<file path="config.mk">
export PLATFORM = sky130hd
export DESIGN_NAME = spi_master_shifter
export DESIGN_NICKNAME = d
export VERILOG_FILES = /design/src/rtl/spi_master_shifter.sv
export SDC_FILE = /design/constraint.sdc
export NUM_CORES = 1
export LEC_CHECK = 0
export BUFFER_PORTS_ARGS = -buffer_cell sky130_fd_sc_hd__buf_4
export CAP_MARGIN = 5
export CELL_PAD_IN_SITES_DETAIL_PLACEMENT = 1
export CELL_PAD_IN_SITES_GLOBAL_PLACEMENT = 1
export CORE_MARGIN = 4
export CORE_UTILIZATION = 45
export DETAILED_ROUTE_END_ITERATION = 6
export MAX_ROUTING_LAYER = met4
export PLACE_DENSITY = 0.85
export SLEW_MARGIN = 15
export SYNTH_ARGS = -nofsm -noshare
export SYNTH_HDL_FRONTEND = slang
export SYNTH_SLANG_ARGS = --single-unit
</file>
<file path="constraint.sdc">
create_clock -name PCLK -period 4.8 [get_ports PCLK]
set_clock_uncertainty 0.15 [all_clocks]
set_input_delay 0.72 -clock PCLK [delete_from_list [all_inputs] [get_ports PCLK]]
set_output_delay 0.72 -clock PCLK [all_outputs]
set_load 0.02 [all_outputs]
</file>
<file path="src/rtl/spi_master_shifter.sv">
// SPI mode-0 master shift engine: pops a word from a FWFT TX FIFO, shifts it out MSB first,
// and pushes the word captured on MISO into the RX FIFO.
//
// Handshake: tx_pop and rx_push are single-cycle strobes with no back-pressure inside a transfer.
// tx_data is consumed on the edge that ends a cycle where tx_pop=1. rx_data is valid only while
// rx_push=1. A pop is issued only when the RX FIFO has room (rx_full=0).
module spi_master_shifter #(
    parameter int DWIDTH  = 8,
    parameter int CLK_DIV = 2
) (
    input  logic              PCLK,
    input  logic              PRESET,
    input  logic              enable,
    input  logic              tx_empty,
    input  logic [DWIDTH-1:0] tx_data,
    output logic              tx_pop,
    input  logic              rx_full,
    output logic [DWIDTH-1:0] rx_data,
    output logic              rx_push,
    output logic              SCLK,
    output logic              MOSI,
    input  logic              MISO,
    output logic              CS_N,
    output logic              busy,
    output logic [1:0]        state_dbg
);

    localparam int HW = (CLK_DIV > 1) ? $clog2(CLK_DIV) : 1;
    localparam int BW = $clog2(DWIDTH);

    typedef enum logic [1:0] {
        IDLE  = 2'd0,
        START = 2'd1,
        SHIFT = 2'd2,
        DONE  = 2'd3
    } state_t;

    state_t            state;
    state_t            state_nx;
    logic [DWIDTH-1:0] shreg;
    logic              miso_q;
    logic [HW-1:0]     hcnt;
    logic [BW-1:0]     bcnt;
    logic              tick;
    logic              last_bit;

    assign tick     = (hcnt == HW'(CLK_DIV - 1));
    assign last_bit = (bcnt == BW'(DWIDTH - 1));

    always_ff @(posedge PCLK or posedge PRESET) begin
        if (PRESET) begin
            state <= IDLE;
        end else begin
            state <= state_nx;
        end
    end

    always_comb begin
        state_nx = state;
        tx_pop   = 1'b0;
        case (state)
            IDLE: begin
                tx_pop = enable & ~tx_empty & ~rx_full;
                if (tx_pop) state_nx = START;
            end
            START:   if (tick) state_nx = SHIFT;
            SHIFT:   if (tick && SCLK && last_bit) state_nx = DONE;
            DONE:    state_nx = IDLE;
            default: state_nx = IDLE;
        endcase
    end

    // The first SCLK rise leaves START, so MISO is sampled on every 0->1 drive, START included.
    always_ff @(posedge PCLK or posedge PRESET) begin
        if (PRESET) begin
            shreg   <= '0;
            miso_q  <= 1'b0;
            hcnt    <= '0;
            bcnt    <= '0;
            SCLK    <= 1'b0;
            CS_N    <= 1'b1;
            rx_data <= '0;
            rx_push <= 1'b0;
        end else begin
            rx_push <= 1'b0;
            case (state)
                IDLE: begin
                    if (tx_pop) begin
                        shreg <= tx_data;
                        CS_N  <= 1'b0;
                        hcnt  <= '0;
                        bcnt  <= '0;
                    end
                end
                START: begin
                    if (tick) begin
                        hcnt   <= '0;
                        SCLK   <= 1'b1;
                        miso_q <= MISO;
                    end else begin
                        hcnt <= hcnt + HW'(1);
                    end
                end
                SHIFT: begin
                    if (tick) begin
                        hcnt <= '0;
                        if (!SCLK) begin
                            SCLK   <= 1'b1;
                            miso_q <= MISO;
                        end else begin
                            SCLK <= 1'b0;
                            if (last_bit) begin
                                rx_data <= {shreg[DWIDTH-2:0], miso_q};
                                rx_push <= 1'b1;
                                CS_N    <= 1'b1;
                            end else begin
                                shreg <= {shreg[DWIDTH-2:0], miso_q};
                                bcnt  <= bcnt + BW'(1);
                            end
                        end
                    end else begin
                        hcnt <= hcnt + HW'(1);
                    end
                end
                default: begin
                end
            endcase
        end
    end

    assign MOSI      = ~CS_N & shreg[DWIDTH-1];
    assign busy      = (state != IDLE);
    assign state_dbg = state;

endmodule

</file>
==> metrics.md <==
| Metric | Value |
|---|---|
| Outcome | `finished clean` |
| Post-synthesis adder-cell area fraction | `0.0667` |
| Post-route clock period utilization | `0.578` |
| Initial DRC Count | `25` |
| Seq/Total Area, Yosys | `0.497` |
| Cells after synthesis | `102` |
| Core area | `0.00278 mm^2` |
| Layout area overhead | `20.3%` |
| Gr ovfl total | `0` |
| Routed length per instance | `16.1 um` |
| Slew HR | `0.351` |
| WS Path Type | `flip-flop to flip-flop` |
| Synth Area in Compound Gates | `0.0610` |
| Critical Path RT | `4.86 ns` |
| Latest clock arrival within the worst-skew pair | `0.32 ns` |
| Starting density of the core | `0.472` |
| Min Clock Period, post-route | `2.77 ns` |
| Multiplexer share of the synthesized area | `0.255` |
| Combinational share of power | `0.489` |
| Post-synth cell types | `25` |
| Routed Wire Length | `2610 um` |
| Switching pwr | `0.348 mW` |
| Die ar. | `0.00384 mm^2` |
| RR Startpoint | `state_dbg[0]` |
| HPWL Detailed | `1920 um` |
| Slew Viols, Final | `0` |
| Ranking of synthesized cells by area | `dfrtp_1 48%, mux2_2 22%, ha_1 6.7%` |
| Post-CTS Setup Bufs | `0` |
| Largest family of logic cells by synthesized area | `multiplexers` |
| Residual DRC | `0` |
| Max FO, Critical Path | `22` |
| Largest net degree at the start of global routing | `27` |
| TritonCTS Sinks | `26` |
| Gpl congestion | `0.798` |
| Port Buffers | `29` |
| Clk root buf | `clkbuf_4` |
| Syn avg cell area | `12.9 um^2` |
| First-pass GRT wire length | `4400 um` |
| Yosys top cell by area | `dfrtp_1` |
| Syn Nets | `123` |
| Unrepaired setup endpoints after global routing | `false` |
| CTS tree | `built` |
| Sequential share of power | `0.391` |
| Setup crit end | `shreg[2]` |
| Max_cap viols | `0` |
| Crit path DAT | `2.84 ns` |
| Crit. Startpoint | `state_dbg[0]` |
| Power Density | `589 mW/mm^2` |
| Post-synthesis simple-gate area fraction | `0.0782` |
| Hold-fix buffers, CTS | `0` |
| Commonest non-fill, non-tap cell in the layout | `buf_4` |
| Hold Violations, Final | `0` |
| IO Pins | `30` |
| Final ANT Viol Nets | `0` |
| Clock transition at path regs | `0.14 ns` |
| Tightest Pin Transition | `0.972 ns` |
| Final setup violation count | `0` |
| Nets | `153` |
| F_max | `0.361 GHz` |
| Row count | `19` |
| Die W | `62.0 um` |
| Ys Warns | `0` |
| Total negative setup slack | `0 ns` |
| Area share of the largest cell type after synthesis | `0.477` |
| Vias in the first global route | `948` |
| Diode count | `0` |
| Clk buf depth | `2` |
| Worst min path class | `flip-flop to flip-flop` |
| R2R depth | `5` |
| VDD IR-drop max | `0.386 mV` |
| Gr usage total | `0.164` |
| Leak | `0.758 nW` |
| Clock share of power | `0.120` |
| TritonCTS Buffers | `3` |
| CP startpoint kind | `flip-flop` |
| Critical R2R Capture | `shreg[2]` |
| Die Span Y | `62.0 um` |
| DR vias/cell | `5.29` |
| Hold_ws | `0.374 ns` |
| Pint | `0.581 mW` |
| PostCTS Resize Cnt | `0` |
| Synth Area in XOR/XNOR | `0` |
| Sw Share | `0.375` |
| Core Util, Final | `0.568` |
| Worst R2R Setup Slack | `2.03 ns` |
| Setup crit end kind | `flip-flop` |
| Seq cells post-synth | `26` |
| Most frequent cells in the layout | `29 x buf_4, 26 x mux2_2, 25 x dfrtp_1` |
| Layout cells sized above 1 | `0.511` |
| Cell area after synthesis | `0.00131 mm^2` |
| Vias | `857` |
| Htree depth | `1` |
| Pre-antenna DRT Iters | `4` |
| Antenna violations before repair | `0` |
## power groups by stage
| stage | clock network (mW) | registers [mW] | logic [mW] |
|---|---|---|---|
| 2_1_floorplan | 0 | 0.371 | 0.338 |
| 3_3_place_gp | 0 | 0.364 | 0.434 |
| 3_5_place_dp | 0 | 0.370 | 0.457 |
| 4_1_cts | 0.116 | 0.365 | 0.464 |
| 5_1_grt | 0.122 | 0.377 | 0.503 |
| 6_report | 0.111 | 0.363 | 0.455 |
## through the flow
step           std cells  setup WS (ns)  area, um^2  power, mW
6_report             162           2.03        1580      0.929
5_1_grt              162           1.85        1580       1.00
4_1_cts              162           1.97        1580      0.944
3_5_place_dp         158           2.02        1540      0.828
3_3_place_gp         158           2.18        1540      0.798
2_1_floorplan        102           2.35        1310      0.708
## routing by layer
| metal | GRT usage | wire length (um) | vias up |
|---|---|---|---|
| met3 | 0.0269 | 115 | 2 |
| met2 | 0.275 | 1320 | 22 |
| met4 | 0.0697 | 17 | 0 |
| met5 | - | 0 | - |
| met1 | 0.193 | 1150 | 425 |
| li1 | - | - | 408 |
## worst max-delay path, cell delays in order, from the launching register on
cell      delay, ns
dfrtp_1        0.43
inv_1          0.14
ha_1           0.72
nand4b_1       0.20
a22oi_2        0.60
mux2_2         0.42
## state kept, by name (all words and copies together), names as in the netlist
register	flops
rx_data	8
shreg	8
bcnt	3
state_dbg	2
CS_N	1
SCLK	1
hcnt	1
miso_q	1
rx_push	1
## cell usage after synthesis
cell type	number
mux2_2	26
dfrtp_1	25
inv_1	8
ha_1	7
nand2_1	6
nor2b_1	4
mux2i_1	3
o21ai_0	3
a21oi_1	2
buf_2	2
nand2b_1	2
a221oi_2	1
a22oi_2	1
a31o_2	1
buf_6	1
clkbuf_2	1
dfstp_2	1
mux2_1	1
nand4_2	1
nand4b_1	1
nor2_1	1
o21ba_2	1
o22a_1	1
or2_2	1
or3b_4	1
## area by class of cell
class / count / area, um^2
Fill cell: 302 / 1200
Inverter: 8 / 30.0
Sequential cell: 26 / 652
Clock buffer: 4 / 36.3
Tap cell: 31 / 38.8
Multi-Input combinational cell: 64 / 604
Timing Repair Buffer: 29 / 218
## how the worst min path moves through the flow
| stage | to | slack (ns) | from | cells after the start |
|---|---|---|---|---|
| after floorplan | shreg[7] | 0.32 | shreg[7] | 1 |
| after global placement | rx_data[0] | 0.34 | rx_data[0] | 1 |
| after detailed placement | rx_data[1] | 0.35 | rx_data[1] | 1 |
| after CTS | rx_data[1] | 0.38 | rx_data[1] | 1 |
| after global routing | shreg[7] | 0.39 | shreg[7] | 1 |
| final | shreg[7] | 0.37 | shreg[7] | 1 |
## kinds of logic (layout without fill, tap and decap cells)
family | count (synthesis) | count (layout)
buffers and inverters | 12 | 41
AOI/OAI and AO/OA | 10 | 10
muxes | 30 | 30
DFF | 26 | 26
and+or+nand+nor | 17 | 17
adders and majority gates | 7 | 7
Power figures use the tool's default switching activity.
